<file path="config.mk">
export PLATFORM = sky130hd
export DESIGN_NAME = sigma_delta_dac_mc
export DESIGN_NICKNAME = d
export VERILOG_FILES = /design/src/rtl/sigma_delta_dac_mc.sv
export SDC_FILE = /design/constraint.sdc
export NUM_CORES = 1
export LEC_CHECK = 0
export ABC_CLOCK_PERIOD_IN_PS = 2900
export CORE_MARGIN = 4
export CORE_UTILIZATION = 35
export CTS_CLUSTER_SIZE = 28
export DETAILED_ROUTE_END_ITERATION = 8
export PLACE_DENSITY = 0.57
export SETUP_SLACK_MARGIN = 0.3
export SLEW_MARGIN = 20
export SYNTH_ARGS = -nofsm -noshare
export SYNTH_HDL_FRONTEND = slang
export SYNTH_SLANG_ARGS = --single-unit
</file>
<file path="constraint.sdc">
create_clock -name clk -period 2.9 [get_ports clk]
set_input_delay 0.435 -clock clk [delete_from_list [all_inputs] [get_ports clk]]
set_output_delay 0.435 -clock clk [all_outputs]
set_load 0.02 [all_outputs]
</file>
<file path="src/rtl/sigma_delta_dac_mc.sv">
// rtl/sigma_delta_dac_mc.sv - multi-channel sigma-delta DAC with frame FIFO, saturation and mute
module sigma_delta_dac_mc #(
    parameter int NCH           = 2,
    parameter int IN_W          = 18,
    parameter int MBITS         = 16,
    parameter int DEPTH         = 4,
    parameter int UNDERRUN_ZERO = 0
) (
    input  logic                     clk,
    input  logic                     reset_n,
    input  logic                     s_valid,
    output logic                     s_ready,
    input  logic [NCH*IN_W-1:0]      s_data,
    input  logic                     smpl_rate_trig,
    input  logic                     mute,
    output logic [NCH-1:0]           dout,
    output logic                     underrun,
    output logic [$clog2(DEPTH):0]   level
);

    localparam int PW = $clog2(DEPTH);
    localparam int LW = PW + 1;
    localparam int DW = MBITS + 1;

    logic [NCH*IN_W-1:0]     mem_q [DEPTH];
    logic [PW-1:0]           wr_ptr_q, wr_ptr_d;
    logic [PW-1:0]           rd_ptr_q, rd_ptr_d;
    logic [LW-1:0]           level_q, level_d;
    logic                    s_ready_q, s_ready_d;
    logic                    underrun_q, underrun_d;
    logic                    push, pop;
    logic signed [DW-1:0]    dac_smpl_q [NCH];
    logic signed [DW-1:0]    dac_smpl_d [NCH];
    logic [MBITS:0]          acc_q [NCH];
    logic [MBITS:0]          acc_d [NCH];
    logic [MBITS:0]          u_w [NCH];
    logic [MBITS+1:0]        sum_w [NCH];
    logic [NCH-1:0]          dout_q, dout_d;
    logic [NCH*IN_W-1:0]     head_frame;

    // Clamp to the signed MBITS+1 range accepted by the modulator.
    function automatic logic signed [DW-1:0] sat(input logic signed [IN_W-1:0] x);
        longint xv;
        longint lim;
        xv  = longint'(x);
        lim = longint'(1) <<< MBITS;
        if (xv > lim - 1)
            return {1'b0, {MBITS{1'b1}}};
        else if (xv < -lim)
            return {1'b1, {MBITS{1'b0}}};
        else
            return DW'(x);
    endfunction

    assign head_frame = mem_q[rd_ptr_q];

    always_comb begin
        push       = s_valid & s_ready_q;
        pop        = smpl_rate_trig & (level_q != '0);
        wr_ptr_d   = wr_ptr_q;
        rd_ptr_d   = rd_ptr_q;
        level_d    = level_q;
        underrun_d = smpl_rate_trig & (level_q == '0);

        if (push)
            wr_ptr_d = wr_ptr_q + PW'(1);
        if (pop)
            rd_ptr_d = rd_ptr_q + PW'(1);

        case ({push, pop})
            2'b10:   level_d = level_q + LW'(1);
            2'b01:   level_d = level_q - LW'(1);
            default: level_d = level_q;
        endcase

        s_ready_d = (level_d != LW'(DEPTH));
    end

    always_comb begin
        for (int k = 0; k < NCH; k++) begin
            dac_smpl_d[k] = dac_smpl_q[k];
            if (smpl_rate_trig) begin
                if (mute)
                    dac_smpl_d[k] = '0;
                else if (pop)
                    dac_smpl_d[k] = sat(head_frame[k*IN_W +: IN_W]);
                else if (UNDERRUN_ZERO != 0)
                    dac_smpl_d[k] = '0;
            end
        end
    end

    // Offset binary: adding 2^MBITS to a signed MBITS+1 value flips its MSB.
    always_comb begin
        for (int k = 0; k < NCH; k++) begin
            u_w[k]    = {~dac_smpl_q[k][MBITS], dac_smpl_q[k][MBITS-1:0]};
            sum_w[k]  = {1'b0, acc_q[k]} + {1'b0, u_w[k]};
            dout_d[k] = sum_w[k][MBITS+1];
            acc_d[k]  = sum_w[k][MBITS:0];
        end
    end

    always_ff @(posedge clk) begin
        if (push)
            mem_q[wr_ptr_q] <= s_data;
    end

    always_ff @(posedge clk or negedge reset_n) begin
        if (!reset_n) begin
            wr_ptr_q   <= '0;
            rd_ptr_q   <= '0;
            level_q    <= '0;
            s_ready_q  <= 1'b1;
            underrun_q <= 1'b0;
            dout_q     <= '0;
            for (int k = 0; k < NCH; k++) begin
                dac_smpl_q[k] <= '0;
                acc_q[k]      <= '0;
            end
        end else begin
            wr_ptr_q   <= wr_ptr_d;
            rd_ptr_q   <= rd_ptr_d;
            level_q    <= level_d;
            s_ready_q  <= s_ready_d;
            underrun_q <= underrun_d;
            dout_q     <= dout_d;
            for (int k = 0; k < NCH; k++) begin
                dac_smpl_q[k] <= dac_smpl_d[k];
                acc_q[k]      <= acc_d[k];
            end
        end
    end

    assign s_ready  = s_ready_q;
    assign level    = level_q;
    assign underrun = underrun_q;
    assign dout     = dout_q;

endmodule

</file>
; ---- Word level (Yosys, flattened, before mapping)
; Memory sizes are Yosys's and may differ from the RTL's.
; Index checks and enable logic that the tools add are counted.
; W data, S select, Z words.
[word_totals]
regBits = 79
ramBits = 144
inputBits = 41
output_inout_bits = 7
word_cells = 44
memories = 1
[mem_list]
columns = memory, words, word_bits, rd, rd_ports_with_merged_regs, write_ports, line
row1 = mem_q, 4, 36, 1, 0, 1, 25  ; logic [NCH*IN_W-1:0] mem_q [DEPTH];
[classes]
addsub = 6
order_cmp = 4
n_eq_ne = 3
n_mux = 11
bitwise = 5
reduce_logical = 4
[ops]
columns = op, count
row1 = $mux W17, 8
row2 = $add A17 B17 Y18, 2
row3 = $gt A18 B17 Y1 const B, 2
row4 = $lt A18 B17 Y1 const B, 2
row5 = $pmux W3 S2, 1
row6 = $add A2 B1 Y2 const B, 2
row7 = $add A3 B1 Y3 const B, 1
row8 = $and A1 B1 Y1, 3
row9 = $logic_not A3 Y1, 1
row10 = $ne A3 B3 Y1 const B, 1
row11 = $reduce_bool A3 Y1, 1
row12 = $sub A3 B1 Y3 const B, 1
row13 = $eq A2 B1 Y1 const B, 1
row14 = $eq A2 B2 Y1 const B, 1
row15 = $mux W1, 2
row16 = $not A1 Y1, 2
row17 = $reduce_and A2 Y1, 1
row18 = $reduce_bool A2 Y1, 1

; ---- Logic depth before layout (Yosys ltp)
; An unclocked memory read counts as a cell.
[logic_depth]
depth_word = 6
depth_mapped = 10
ltp_nobuf = 10

; ---- Worst setup path after synthesis
; Ideal clock, no wire load.
[synth_path]
path_kind = reg2reg
start = register level_q[1], in the netlist level[1]
end = register s_ready_q, in the netlist s_ready
t_arrival_ns = 2.016
slack_ns = 0.824
stages_incl_launch_ff = 10
n_path_buf = 0
cell_sequence = dfrtp_1 -> or3_1 -> nand2_1 -> inv_1 -> ha_1 -> inv_1 -> fa_1 -> o21ai_0 -> nor2_1 -> nand2_1
[synth_between]
elab_chain_cells = 5
word_cells_on_any_way = 8
[synth_rtl]
columns = item, line
row1 = start: declaration, 28  ; logic [LW-1:0] level_q, level_d;
row2 = start signal: assignment, 123  ; level_q <= level_d;
row3 = $reduce_bool A3 Y1 *, 59  ; pop = smpl_rate_trig & (level_q != '0);
row4 = $and A1 B1 Y1 *, 59
row5 = net pop, 31  ; logic push, pop;
row6 = $eq A2 B1 Y1 or $eq A2 B2 Y1 (tied branches), 70  ; case ({push, pop})
row7 = $pmux W3 S2 *, 70
row8 = net level_d[1], 28
row9 = $ne A3 B3 Y1 *, 76  ; s_ready_d = (level_d != LW'(DEPTH));
row10 = net s_ready_d, 29  ; logic s_ready_q, s_ready_d;
row11 = end signal: assignment, 124  ; s_ready_q <= s_ready_d;
row12 = end: declaration, 29
; Mark *: on every way through the listed nets, which the timed path passes. The rest lies on a longest branch.
; A chain may end at the register's enable or synchronous reset.

==> key figures <==
Worst setup path
  • Crit path launch type: flop
  • CP Capture Type: flop
  • Worst EP required: between 3 and 4 ns
  • FF-to-FF path depth: 9
  • CP max stage cell: fa_1
  • Worst reg2reg startpoint: dac_smpl_q[17]
  • Cell family with most CP delay: compound AO/OA/AOI/OAI gates
  • Critical path origin: dac_smpl_q[17]
  • Max incr delay on CP: 0.40 ns
  • Setup crit end: acc_q[31]
  • Levels on crit path: 9
  • Maximum fanout along the worst path: 4
  • Worst reg2reg path endpoint: acc_q[31]
  • Worst path bufs/invs: 1
  • R2R Setup Slk: just over 0.5 ns
  • Critical path type: flop to flop
  • Arrival time at the worst endpoint: 2.79 ns
  • CP cell instances: ha_1, inv_1, fa_1, nand2b_1, a21oi_1, o22ai_2, o31ai_2, a2111oi_0, nor3_1

Global routing
  • GRT Residual Overflow: 0
  • Most Crowded Layer GR: met2
  • Met3 Use GR: 0.0218
  • Largest net degree at the start of global routing: 80
  • First-pass GRT wire length: 31100 um
  • Global routing met1 resource utilization: 0.174
  • Vias in the first global route: between 5k and 6k
  • M2 GR Usage: 0.206
  • All-Layer GR Usage: 0.126
  • Initial antenna violation count: 1

Clock tree
  • Skew-Pair Late Insertion Delay: 0.50 ns
  • Resized Gates After CTS: 0
  • Total CTS buffers: 24
  • Setup bufs post-CTS: 0
  • CTS Sinks: 223
  • Hold_buf cts: 0
  • Clock transition at path regs: 0.06 ns
  • Root buf cell: clkbuf_16
  • CTS tree: done
  • Max clock buf depth: 3
  • Htree depth: 1

Floorplan
  • Die Width: 174 um
  • Starting density of the core: 0.356
  • Ports: 48
  • Die area: around 30000 um^2
  • Die Height: 174 um
  • Std cell rows: 60
  • Core ar.: 27000 um^2

STA
  • Setup TNS: 0 ns
  • Rel. slew slack: 0.367
  • Crit path time final: 2.38 ns
  • RSZ-0062 raised after global routing: no
  • Final setup violation count: 0
  • Final Max Tran Viols: 0
  • Final hold viol count: 16
  • Clk_skew: 0.0139 ns
  • F_max: 420 MHz
  • Actual slew at the worst max-slew pin: 0.943 ns
  • Worst Hold Slack: -0.0414 ns
  • Final period util: 0.821

Yosys
  • Yosys cell types: 60
  • Register area share after synthesis: 0.657
  • Cell count after synthesis: between 600 and 700
  • Post-synth net total: 732
  • Post-synth EDFFs: 144
  • Yosys warnings: 0
  • Area leader, netlist: edfxtp_1
  • Async SR Flop Fraction: 0.354
  • Share of the synthesized area in the top cell type: 0.451
  • Mapped Area: 9600 um^2
  • Syn avg cell area: 14.8 um^2
  • Largest cells by area after synthesis: edfxtp_1 45%, dfrtp_1 20%, mux4_2 8.4%
  • #FFs+latches synth: around 220
  • Most used flip-flop cell after synthesis: edfxtp_1

Place
  • RePlAce Congestion: around 0.81
  • Port Buffer Count: 47
  • Dpl cell area: 10500 um^2
  • Detail Placement HPWL: around 12000 um

Finish
  • Nets: 794
  • Fraction of layout cells with a size suffix above 1: 0.144
  • Commonest non-fill, non-tap cell in the layout: edfxtp_1
  • N_diodes: 0
  • Final Cell Area: around 11000 um^2
  • Most frequent cells in the layout: 144 x edfxtp_1, 77 x dfrtp_1, 54 x nand2_1
  • Area grow syn2layout: 18.3%

Power and ir drop
  • Pleak: about 4.4 nW
  • Maximum vdd drop: 613 uV
  • PD cells: ~1200 nW/um^2

Drt
  • Remaining DRCs: 0
  • DR vias: 5445
  • WL final: 18800 um
  • Routed wire per std cell: 17.5 um
  • Initial DRC Count: 393
  • Post-route ant nets: 0
  • Vias/cell: 5.09
  • Drt pass-1 iters: 5

Outcome
  • Failing checks: negative hold slack
  • Status: complete, but fails checks

Job
  • Max-cap violations: 0

Hold path
  • HP Class: input port to async pin
[final cells by class]
| type | instances | area, um^2 |
|---|---|---|
| fillers | 2374 | 15600 |
| clock inverters | 11 | 118 |
| multi-input cells | 376 | 3090 |
| inverters | 28 | 105 |
| repair buffers | 58 | 604 |
| well taps | 341 | 427 |
| flip-flops and latches | 223 | 6300 |
| clock buffers | 33 | 706 |
[cells in the mapped netlist, types with 4 or more instances]
master	instances
xnor2_1	21
o21a_1	4
dfrtp_1	78
o21bai_1	5
buf_2	4
ha_1	39
and3_1	5
inv_1	28
o21ai_0	39
a21oi_1	21
nand2b_1	6
a21o_1	11
mux4_2	36
clkbuf_1	11
xor2_1	10
nand2_1	54
nor2b_1	4
nand3_1	8
nor2_1	52
o21ai_1	7
o211ai_1	4
edfxtp_1	144
[worst min-delay path by stage]
stage	from	endpoint	slack, ns
floorplan	reset_n	acc_q[0]	0.14
global placement	acc_q[0]	acc_q[0]	0.45
detailed placement	acc_q[17]	acc_q[17]	0.46
CTS	reset_n	dout[0]	0.15
global route	reset_n	dout[0]	0.02
finish	reset_n	acc_q[31]	-0.04
[report_power, final]
| group | leakage, nW | internal [W] | switching [W] | total [W] |
|---|---|---|---|---|
| clock | 0.406 | 0.00189 | 0.00121 | 0.00309 |
| sequential | 2.29 | 0.00443 | 0.000464 | 0.00489 |
| combinational | 1.69 | 0.00245 | 0.00300 | 0.00544 |
| total | 4.39 | 0.00876 | 0.00467 | 0.0134 |
[worst register-to-register path, cell delays in order (launching register included)]
cell,delay [ns]
dfrtp_1,0.35
ha_1,0.19
inv_1,0.07
fa_1,0.40
nand2b_1,0.18
a21oi_1,0.22
o22ai_2,0.17
o31ai_2,0.34
a2111oi_0,0.18
nor3_1,0.22
[flip-flops by register name, summed over array words and instances (netlist names)]
signal      count
rd_ptr_q        2
wr_ptr_q        2
mem_q         144
acc_q          34
dac_smpl_q     34
level           3
dout            2
s_ready         1
underrun        1
[metrics by stage]
stage,hold slack [ns],power (W),utilization,cells,setup slack (ns)
global placement,0.453,0.0101,0.390,1026,0.538
detailed placement,0.460,0.0104,0.390,1026,0.489
floorplan,0.139,0.00899,-,649,0.824
CTS,0.154,0.0136,0.421,1070,0.485
finish,-0.0414,0.0134,0.421,1070,0.519
global route,0.0225,0.0144,0.421,1070,0.307
[kinds of logic after synthesis]
logic type	count (synthesis)	share of synthesized area
buf+inv	50	0.0228
mux	38	0.0867
compound gates	118	0.0804
fa+ha+maj	42	0.0571
xor+xnor	31	0.0283
simple gates	147	0.0680
flops	223	0.657
[routing by layer]
metal / part of all wire / vias up
li1: - / 2557
met1: 0.46 / 2756
met2: 0.48 / 109
met3: 0.042 / 21
met4: 0.015 / 2
met5: 0.00037 / -
Note: power is estimated with default switching activity, not from simulation.
